--- src/rtl/imem_loader.sv ---
// Boot-time instruction-memory loader. Takes a little-endian byte stream (16-bit word count, then words).
// Optional trailing XOR checksum byte is enabled by defining IMEM_LOADER_CHECKSUM_EN.
module imem_loader #(
    parameter int DATA_WIDTH = 32,
    parameter int DEPTH      = 32,
    parameter int ADDR_W     = $clog2(DEPTH)
) (
    input  logic                  clk,
    input  logic                  rst,
    input  logic                  start_i,
    input  logic                  byte_valid_i,
    input  logic [7:0]            byte_data_i,
    output logic                  byte_ready_o,
    output logic [ADDR_W-1:0]     waddr_o,
    output logic [DATA_WIDTH-1:0] wdata_o,
    output logic [3:0]            wen_o,
    output logic                  core_hold_o,
    output logic                  done_o,
    output logic                  err_o
);

    typedef enum logic [2:0] {
        S_IDLE, S_LEN0, S_LEN1, S_DATA, S_WRITE, S_DONE, S_ERR, S_CHK
    } state_t;

    localparam logic [15:0] DEPTH16 = 16'(DEPTH);

    state_t                r_state;
    logic [15:0]           r_count;
    logic [1:0]            r_byte_cnt;
    logic [7:0]            r_csum;
    logic [ADDR_W-1:0]     r_waddr;
    logic [DATA_WIDTH-1:0] r_wdata;
    logic [3:0]            r_wen;
    logic                  r_ready;
    logic                  r_hold;
    logic                  r_done;
    logic                  r_err;

    logic                  w_xfer;
    logic [15:0]           w_len;
    logic                  w_last;

    assign w_xfer = byte_valid_i && r_ready;
    assign w_len  = {byte_data_i, r_count[7:0]};
    // Index is held (not advanced) after the final word so waddr_o never wraps at DEPTH.
    assign w_last = (16'(r_waddr) == (r_count - 16'd1));

    always_ff @(posedge clk) begin
        if (rst) begin
            r_state    <= S_IDLE;
            r_count    <= '0;
            r_byte_cnt <= '0;
            r_csum     <= '0;
            r_waddr    <= '0;
            r_wdata    <= '0;
            r_wen      <= '0;
            r_ready    <= 1'b0;
            r_hold     <= 1'b1;
            r_done     <= 1'b0;
            r_err      <= 1'b0;
        end else begin
            case (r_state)
                S_IDLE, S_DONE, S_ERR: begin
                    if (start_i) begin
                        r_state    <= S_LEN0;
                        r_ready    <= 1'b1;
                        r_hold     <= 1'b1;
                        r_done     <= 1'b0;
                        r_err      <= 1'b0;
                        r_waddr    <= '0;
                        r_byte_cnt <= '0;
                        r_csum     <= '0;
                    end
                end
                S_LEN0: begin
                    if (w_xfer) begin
                        r_count[7:0] <= byte_data_i;
                        r_state      <= S_LEN1;
                    end
                end
                S_LEN1: begin
                    if (w_xfer) begin
                        r_count[15:8] <= byte_data_i;
                        if (w_len == 16'd0) begin
`ifdef IMEM_LOADER_CHECKSUM_EN
                            r_state <= S_CHK;
`else
                            r_state <= S_DONE;
                            r_ready <= 1'b0;
                            r_done  <= 1'b1;
                            r_hold  <= 1'b0;
`endif
                        end else if (w_len > DEPTH16) begin
                            r_state <= S_ERR;
                            r_ready <= 1'b0;
                            r_err   <= 1'b1;
                        end else begin
                            r_state <= S_DATA;
                        end
                    end
                end
                S_DATA: begin
                    if (w_xfer) begin
                        case (r_byte_cnt)
                            2'd0:    r_wdata[7:0]   <= byte_data_i;
                            2'd1:    r_wdata[15:8]  <= byte_data_i;
                            2'd2:    r_wdata[23:16] <= byte_data_i;
                            default: r_wdata[31:24] <= byte_data_i;
                        endcase
                        r_csum     <= r_csum ^ byte_data_i;
                        r_byte_cnt <= r_byte_cnt + 2'd1;
                        if (r_byte_cnt == 2'd3) begin
                            r_state <= S_WRITE;
                            r_ready <= 1'b0;
                            r_wen   <= 4'hF;
                        end
                    end
                end
                S_WRITE: begin
                    r_wen <= '0;
                    if (w_last) begin
`ifdef IMEM_LOADER_CHECKSUM_EN
                        r_state <= S_CHK;
                        r_ready <= 1'b1;
`else
                        r_state <= S_DONE;
                        r_done  <= 1'b1;
                        r_hold  <= 1'b0;
`endif
                    end else begin
                        r_waddr <= r_waddr + 1'b1;
                        r_state <= S_DATA;
                        r_ready <= 1'b1;
                    end
                end
                S_CHK: begin
                    if (w_xfer) begin
                        r_ready <= 1'b0;
                        if (byte_data_i == r_csum) begin
                            r_state <= S_DONE;
                            r_done  <= 1'b1;
                            r_hold  <= 1'b0;
                        end else begin
                            r_state <= S_ERR;
                            r_err   <= 1'b1;
                        end
                    end
                end
                default: begin
                    r_state <= S_IDLE;
                    r_ready <= 1'b0;
                    r_wen   <= '0;
                    r_hold  <= 1'b1;
                end
            endcase
        end
    end

    assign byte_ready_o = r_ready;
    assign waddr_o      = r_waddr;
    assign wdata_o      = r_wdata;
    assign wen_o        = r_wen;
    assign core_hold_o  = r_hold;
    assign done_o       = r_done;
    assign err_o        = r_err;

endmodule
--- config.mk ---
export PLATFORM = sky130hd
export DESIGN_NAME = imem_loader
export DESIGN_NICKNAME = d
export VERILOG_FILES = /design/src/rtl/imem_loader.sv
export SDC_FILE = /design/constraint.sdc
export NUM_CORES = 1
export LEC_CHECK = 0
export CORE_MARGIN = 4
export CORE_UTILIZATION = 53
export DETAILED_ROUTE_END_ITERATION = 8
export PLACE_DENSITY = 0.79
export SETUP_SLACK_MARGIN = 0.5
export SYNTH_ARGS = -nofsm -noshare
export SYNTH_HDL_FRONTEND = slang
export SYNTH_SLANG_ARGS = --single-unit
--- constraint.sdc ---
create_clock -name clk -period 3.05 [get_ports clk]
set_input_delay 0.61 -clock clk [delete_from_list [all_inputs] [get_ports clk]]
set_output_delay 0.61 -clock clk [all_outputs]
set_load 0.005 [all_outputs]
==> results of run 1 <==
final cells by class:
type,instances,area [µm²],share of cell area (%)
repair buffers,72,676,15.6
flip-flops and latches,71,1420,32.7
clock buffers,9,124,2.85
well taps,77,96.3,2.22
clock inverters,7,85.1,1.96
inverters,10,37.5,0.864
multi-input cells,341,1900,43.8
worst max-delay path: cells and delay by family:
| family | cells | cell delay, ns |
|---|---|---|
| buffers and inverters | 1 | 0.45 |
| AOI/OAI and AO/OA | 3 | 0.57 |
| and+or+nand+nor | 4 | 1.03 |
cell usage in the layout (no fill, tap or decap), drive strengths merged, types with 2 or more instances in the layout:
cell type	netlist	routed
nor2	46	46
o2111ai	2	2
xnor2	12	12
ha	6	6
o21ai	24	24
nor4	3	3
inv	10	14
o21a	3	3
clkinvlp	0	2
or3	4	4
buf	10	17
nor2b	2	2
nand4	4	4
mux2i	10	10
dfxtp	71	71
nand3	35	35
a21boi	3	3
a21oi	62	62
nor4b	4	4
or2	3	3
a31oi	5	5
nand2b	5	5
or4	2	2
nand2	77	77
clkbuf	29	9
clkdlybuf4s50	0	55
xor2	3	3
nor3	12	12
nand4b	4	4
path summary, 6_finish.rpt:
check / startpoint / endpoint / slack (ns) / depth (start not counted)
setup / recovery: byte_data_i[0] / byte_ready_o / 0.66 / 8
hold / removal: core_hold_o / core_hold_o / 0.45 / 2
setup reg to reg: r_state[1] / core_hold_o / 0.67 / 5
hold reg to reg: core_hold_o / core_hold_o / 0.45 / 2
per-layer routing:
layer | GRT usage, % | share of wire, %
met4 | 9.47 | 1.6
met3 | 3.50 | 4.3
met2 | 40.1 | 48
met5 | 0 | 0
met1 | 31.9 | 46
cell usage after synthesis (2+ instances only):
| cell type | number |
|---|---|
| inv_1 | 10 |
| nor4b_1 | 2 |
| nand3_1 | 35 |
| buf_4 | 3 |
| o21ai_0 | 24 |
| a21oi_1 | 62 |
| ha_1 | 6 |
| nand2b_1 | 5 |
| buf_2 | 3 |
| nor2b_1 | 2 |
| clkbuf_1 | 28 |
| nand2_1 | 77 |
| xnor2_1 | 12 |
| or3_1 | 4 |
| a31oi_1 | 5 |
| o2111ai_1 | 2 |
| mux2i_1 | 10 |
| nor3_1 | 10 |
| nor2_1 | 46 |
| xor2_1 | 3 |
| o21a_1 | 3 |
| a21boi_1 | 3 |
| or2_2 | 3 |
| nand4_1 | 4 |
| dfxtp_1 | 71 |
| nand4b_1 | 4 |
| nor4_1 | 2 |
| buf_1 | 4 |
timing repair:
item,CTS,global route
endpoints found under the setup margin,0,7
gates resized for setup,0,3
setup buffers,0,1
logic make-up after synthesis:
family / after synthesis / synth area share (%)
DFF: 71 / 40.5
and+or+nand+nor: 203 / 28.1
xor gates and xnor gates: 15 / 3.74
buffers and inverters: 49 / 5.71
adders and majority gates: 6 / 2.14
muxes: 10 / 2.85
AOI/OAI and AO/OA: 107 / 17.0
per-stage QoR:
| stage | setup WS (ns) | instances | power (W) |
|---|---|---|---|
| after global routing | 0.513 | 587 | 0.00235 |
| final | 0.657 | 587 | 0.00225 |
| after detailed placement | 0.291 | 570 | 0.00145 |
| after global placement | 0.319 | 570 | 0.00144 |
| after floorplan | 0.729 | 461 | 0.00134 |
| after CTS | 0.543 | 586 | 0.00225 |
sequential cells by signal (all words and copies together) (netlist names):
register      cells
byte_ready_o      1
waddr_o           5
wen_o             1
err_o             1
r_count          16
core_hold_o       1
r_state           3
done_o            1
r_csum            8
r_byte_cnt        2
wdata_o          32
where the power goes:
group	total [W]	internal, W	switching, W
Clock	0.000810	0.000395	0.000415
Sequential	0.00103	0.000957	0.0000735
Combinational	0.000414	0.000170	0.000243
==> results.md, run 1 <==
* Status: complete, no violations
* Ys Warns at 0
* Fin. Hold Viols at 0
* CP required at 3.32 ns
* Initial Util at 54.9%
* Critical-path top delay cell: clkdlybuf4s50_1
* Maxcap violations at 0
* Ys async rst share at 0%
* Layout cell share with drive strength beyond 1 at 9.02%
* Critical Path End Type: flop
* Maximum VDD drop at 0.458 mV
* Gr usage total at 24.3%
* Initial antenna violation count at 0
* Crit-path max FO at 3
* Clock-pin transition on the worst setup and hold timing paths at 0.09 ns
* Worst-path cell chain: clkdlybuf4s50_1, nor4_2, o2111ai_1, nand2b_1, or4_1, a31oi_1, nor3_1, o21a_1
* Post-layout util at 68.0%
* Syn_area_per_cell at 7.61 µm²
* Std cell rows at 29
* WL final at 9290 µm
* Leak at 1.48 nW
* WHS at 0.454 ns
* # hold bufs at CTS at 0
* Crit share post-route at 78.4%
* F_max at 418 MHz
* Final Skew at 0.0131 ns
* Synthesized area at 3510 µm²
* Nets@finish at 523
* Die height at 89.4 µm
* TritonCTS Buffers at 9
* Root Buffer: clkbuf_8
* Bufs on Longest Clock Path at 2
* Die Area at 7990 µm²
* Sequential area share after synthesis at 40.5%
* # port buffers at 56
* Primary FF master, synth: dfxtp_1
* Leading area contributor after synthesis: dfxtp_1
* # diodes at 0
* Top cell type's share of synthesized area at 40.5%
* Worst Path Arrival at 2.66 ns
* Worst skew pair latency at 0.36 ns
* Post-synth net total at 479
* Finished Cell Area at 4340 µm²
* Crit Path Class: primary input to flop
* # DRC at 0
* GRT overflow at 0
* Vias in the first global route at 3250
* Clock sink count at 71
* Die W at 89.4 µm
* Post-detail-place hpwl at 6310 µm
* PwrDens at 519 nW/µm²
* CP peak stage delay at 0.45 ns
* Setup TNS at 0 ns
* Critical Path Start Type: primary input
* Max-slew headroom at 58.9%
* Ports at 57
* Synth top area cells: dfxtp_1 41%, a21oi_1 8.8%, nand2_1 8.2%
* Initial DRC count at 362
* Hold Path Class: flop to flop
* Least-Margin Pin Slew at 0.617 ns
* Slew Viols, Final at 0
* Area delta synth->final at 23.8%
* CTS tree: built
* Core Footprint at 6390 µm²
* Pre-antenna DRT Iters at 5
* Post-synth EDFFs at 0
* Fill cells at 545
* Antenna-violating nets left at 0
* H-tree depth at 3
* First-pass GRT wire length at 15100 µm
* Register bit total from synthesis at 71
* Synth cell types at 46
* Vias at 3395
* # setup viols final at 0
* RSZ-0062 raised after global routing: no
* Crit path time final at 2.39 ns
* Placed cell area at 4110 µm²
* Synth Instances at 461
* Vias per inst at 5.78
* Pin count of the biggest net entering global routing at 37
* GP Congestion at 0.861
* WL/cell at 15.8 µm
Note: power is estimated with default switching activity, not from simulation.
==> run 2, diff against run 1 <==
--- a/config.mk
+++ b/config.mk
@@ -6,9 +6,9 @@
 export NUM_CORES = 1
 export LEC_CHECK = 0
 export CORE_MARGIN = 4
-export CORE_UTILIZATION = 53
+export CORE_UTILIZATION = 48
 export DETAILED_ROUTE_END_ITERATION = 8
-export PLACE_DENSITY = 0.79
+export PLACE_DENSITY = 0.76
 export SETUP_SLACK_MARGIN = 0.5
 export SYNTH_ARGS = -nofsm -noshare
 export SYNTH_HDL_FRONTEND = slang
==> constraint.sdc (replaced) <==
create_clock -name clk -period 2.05 [get_ports clk]
set_input_delay 0.41 -clock clk [delete_from_list [all_inputs] [get_ports clk]]
set_output_delay 0.41 -clock clk [all_outputs]
set_load 0.005 [all_outputs]
==> results.md, run 2 (same netlist as run 1, synthesis figures left out) <==
* First-pass GRT wire length at 16700 µm (was 15100 µm)
* Clock-pin transition on the worst setup and hold timing paths at 0.09 ns (about the same)
* Failing checks: setup timing
* WL final at 10600 µm (was 9290 µm)
* H-tree depth at 3 (unchanged)
* CP required at 2.34 ns (was 3.32 ns)
* Placed cell area at 4470 µm² (was 4110 µm²)
* Vias at 3718 (was 3395)
* Clock sink count at 71 (unchanged)
* Hold Path Class: primary input to flop (was flop to flop)
* Layout cell share with drive strength beyond 1 at 24.3% (was 9.02%)
* Pin count of the biggest net entering global routing at 60 (was 37)
* Maxcap violations at 0 (unchanged)
* GRT overflow at 0 (unchanged)
* Setup WS pre-CTS at -0.393 ns (was 0.291 ns)
* Post-detail-place hpwl at 7080 µm (was 6310 µm)
* WHS at 0.370 ns (was 0.454 ns)
* Die height at 93.5 µm (was 89.4 µm)
* Vias in the first global route at 3445 (was 3250)
* Bufs on Longest Clock Path at 2 (unchanged)
* Std cell rows at 30 (was 29)
* Ports at 57 (unchanged)
* Leak at 1.98 nW (was 1.48 nW)
* Vias per inst at 5.70 (was 5.78)
* Commonest non-fill, non-tap cell in the layout: nand2_1 (unchanged)
* Die Area at 8740 µm² (was 7990 µm²)
* Gr usage total at 24.3% (about the same)
* Max FFs per register at 32 (unchanged)
* Slew Viols, Final at 0 (unchanged)
* RSZ-0062 raised after global routing: yes (was no)
* Reg power frac at 42.5% (was 45.7%)
* Core Footprint at 6940 µm² (was 6390 µm²)
* F_max at 448 MHz
* Comb pwr share at 24.9% (was 18.4%)
* Least-Margin Pin Slew at 0.443 ns (was 0.617 ns)
* Worst skew pair latency at 0.36 ns (about the same)
* Net Sw Power at 0.00115 W (was 0.000732 W)
* Initial Util at 50.5% (was 54.9%)
* Crit-path max FO at 8 (was 3)
* Commonest non-fill, non-tap cells in the layout: 72 x nand2_1, 55 x a21oi_1, 54 x dfxtp_1, 50 x buf_4, 46 x dlygate4sd2_1 (was 77 x nand2_1, 71 x dfxtp_1, 62 x a21oi_1, 55 x clkdlybuf4s50_1, 45 x nor2_1)
* Root Buffer: clkbuf_8 (unchanged)
* Fin. Hold Viols at 0 (unchanged)
* Nets@finish at 569 (was 523)
* TritonCTS Buffers at 9 (unchanged)
* WL/cell at 16.3 µm (was 15.8 µm)
* Initial DRC count at 327 (was 362)
* # setup viols final at 10 (was 0)
* Initial antenna violation count at 0 (unchanged)
* Post-layout util at 70.6% (was 68.0%)
* # hold bufs at CTS at 0 (unchanged)
* # port buffers at 56 (unchanged)
* Max-slew headroom at 70.4% (was 58.9%)
* Status: complete, but fails checks (was complete, no violations)
* CTS tree: built (unchanged)
* Finished Cell Area at 4900 µm² (was 4340 µm²)
* Antenna-violating nets left at 0 (unchanged)
* Die W at 93.5 µm (was 89.4 µm)
* Crit Path Class: flop to flop (was primary input to flop)
* Setup TNS at -1.36 ns (was 0 ns)
* Critical Path Start Type: flop (was primary input)
* Crit path time final at 2.23 ns
* Area delta synth->final at 39.7% (was 23.8%)
* GP Congestion at 0.958 (was 0.861)
* Pre-antenna DRT Iters at 5 (unchanged)
* PwrDens at 724 nW/µm² (was 519 nW/µm²)
* Clock power share at 32.5% (was 35.9%)
* Maximum VDD drop at 0.551 mV (was 0.458 mV)
* Fill cells at 545 (unchanged)
* # DRC at 0 (unchanged)
* Sw Share at 32.5% (about the same)
* # diodes at 0 (unchanged)
* Critical Path End Type: flop (unchanged)
* Worst Path Arrival at 2.52 ns (was 2.66 ns)
* Worst setup margin at -0.183 ns (was 0.657 ns)
* Crit share post-route at 109%
* Internal power at 0.00240 W (was 0.00152 W)
* Final Skew at 0.00762 ns (was 0.0131 ns)
==> run 2: changes by cell type in the layout (fill, tap and decap cells not counted), moves of 9 or more <==
cell and change:
clkdlybuf4s50_1 -46, buf_4 +34, dfxtp_1 -17, dlygate4sd2_1 +46, buf_6 +9, dfxtp_2 +13
==> run 2: through the flow <==
step | cells | total power (W)
2_1_floorplan | 461 | 0.00202
4_1_cts | 646 | 0.00347
5_1_grt | 652 | 0.00369
3_3_place_gp | 625 | 0.00226
3_5_place_dp | 625 | 0.00227
6_report | 652 | 0.00355
==> run 2: what timing repair did <==
| action | in CTS | in global routing |
|---|---|---|
| pin swaps | 6 | 6 |
| cloned | 2 | 1 |
| gates resized for setup | 83 | 33 |
| setup endpoints to repair | 99 | 63 |
| buffers inserted | 3 | 5 |
==> run 2: final timing paths <==
kind | cells past startpoint | start | slack, ns | end
worst min-delay path | 2 | rst | 0.37 | r_byte_cnt[1]
worst max-delay path | 9 | r_count[8] | -0.18 | waddr_o[4]
worst min register to register | 2 | core_hold_o | 0.45 | core_hold_o
worst max register to register | 9 | r_count[8] | -0.18 | waddr_o[4]
==> run 2: power groups by stage <==
stage / clock network [W] / registers [W] / logic, W
after floorplan: 0 / 0.00148 / 0.000532
after global routing: 0.00121 / 0.00152 / 0.000954
after detailed placement: 0 / 0.00152 / 0.000756
after global placement: 0 / 0.00152 / 0.000741
final: 0.00115 / 0.00151 / 0.000885
after CTS: 0.00117 / 0.00150 / 0.000803
==> run 2: final cells by class <==
type	instances	area, µm²	share of cell area, %
Inverter	10	37.5	0.766
Multi-Input combinational cell	342	2100	42.8
Sequential cell	71	1450	29.6
Clock buffer	10	128	2.60
Clock inverter	6	67.6	1.38
Timing Repair Buffer	117	1000	20.4
Tap cell	96	120	2.45
==> run 2: routing by layer <==
layer	up-vias	GRT usage, %	wire (µm)
li1	1773	-	-
met1	1774	29.9	4380
met2	142	41.8	5410
met3	29	4.83	604
met4	0	8.55	208
met5	-	0	0
==> run 2: critical path, cell delays in order (launching register included) <==
cell and delay, ns:
dfxtp_2 0.33, or4_4 0.54, nor3_4 0.16, buf_6 0.12, a311o_1 0.17, a32oi_2 0.07
nor4b_4 0.15, buf_4 0.17, or3_1 0.30, a21boi_1 0.15
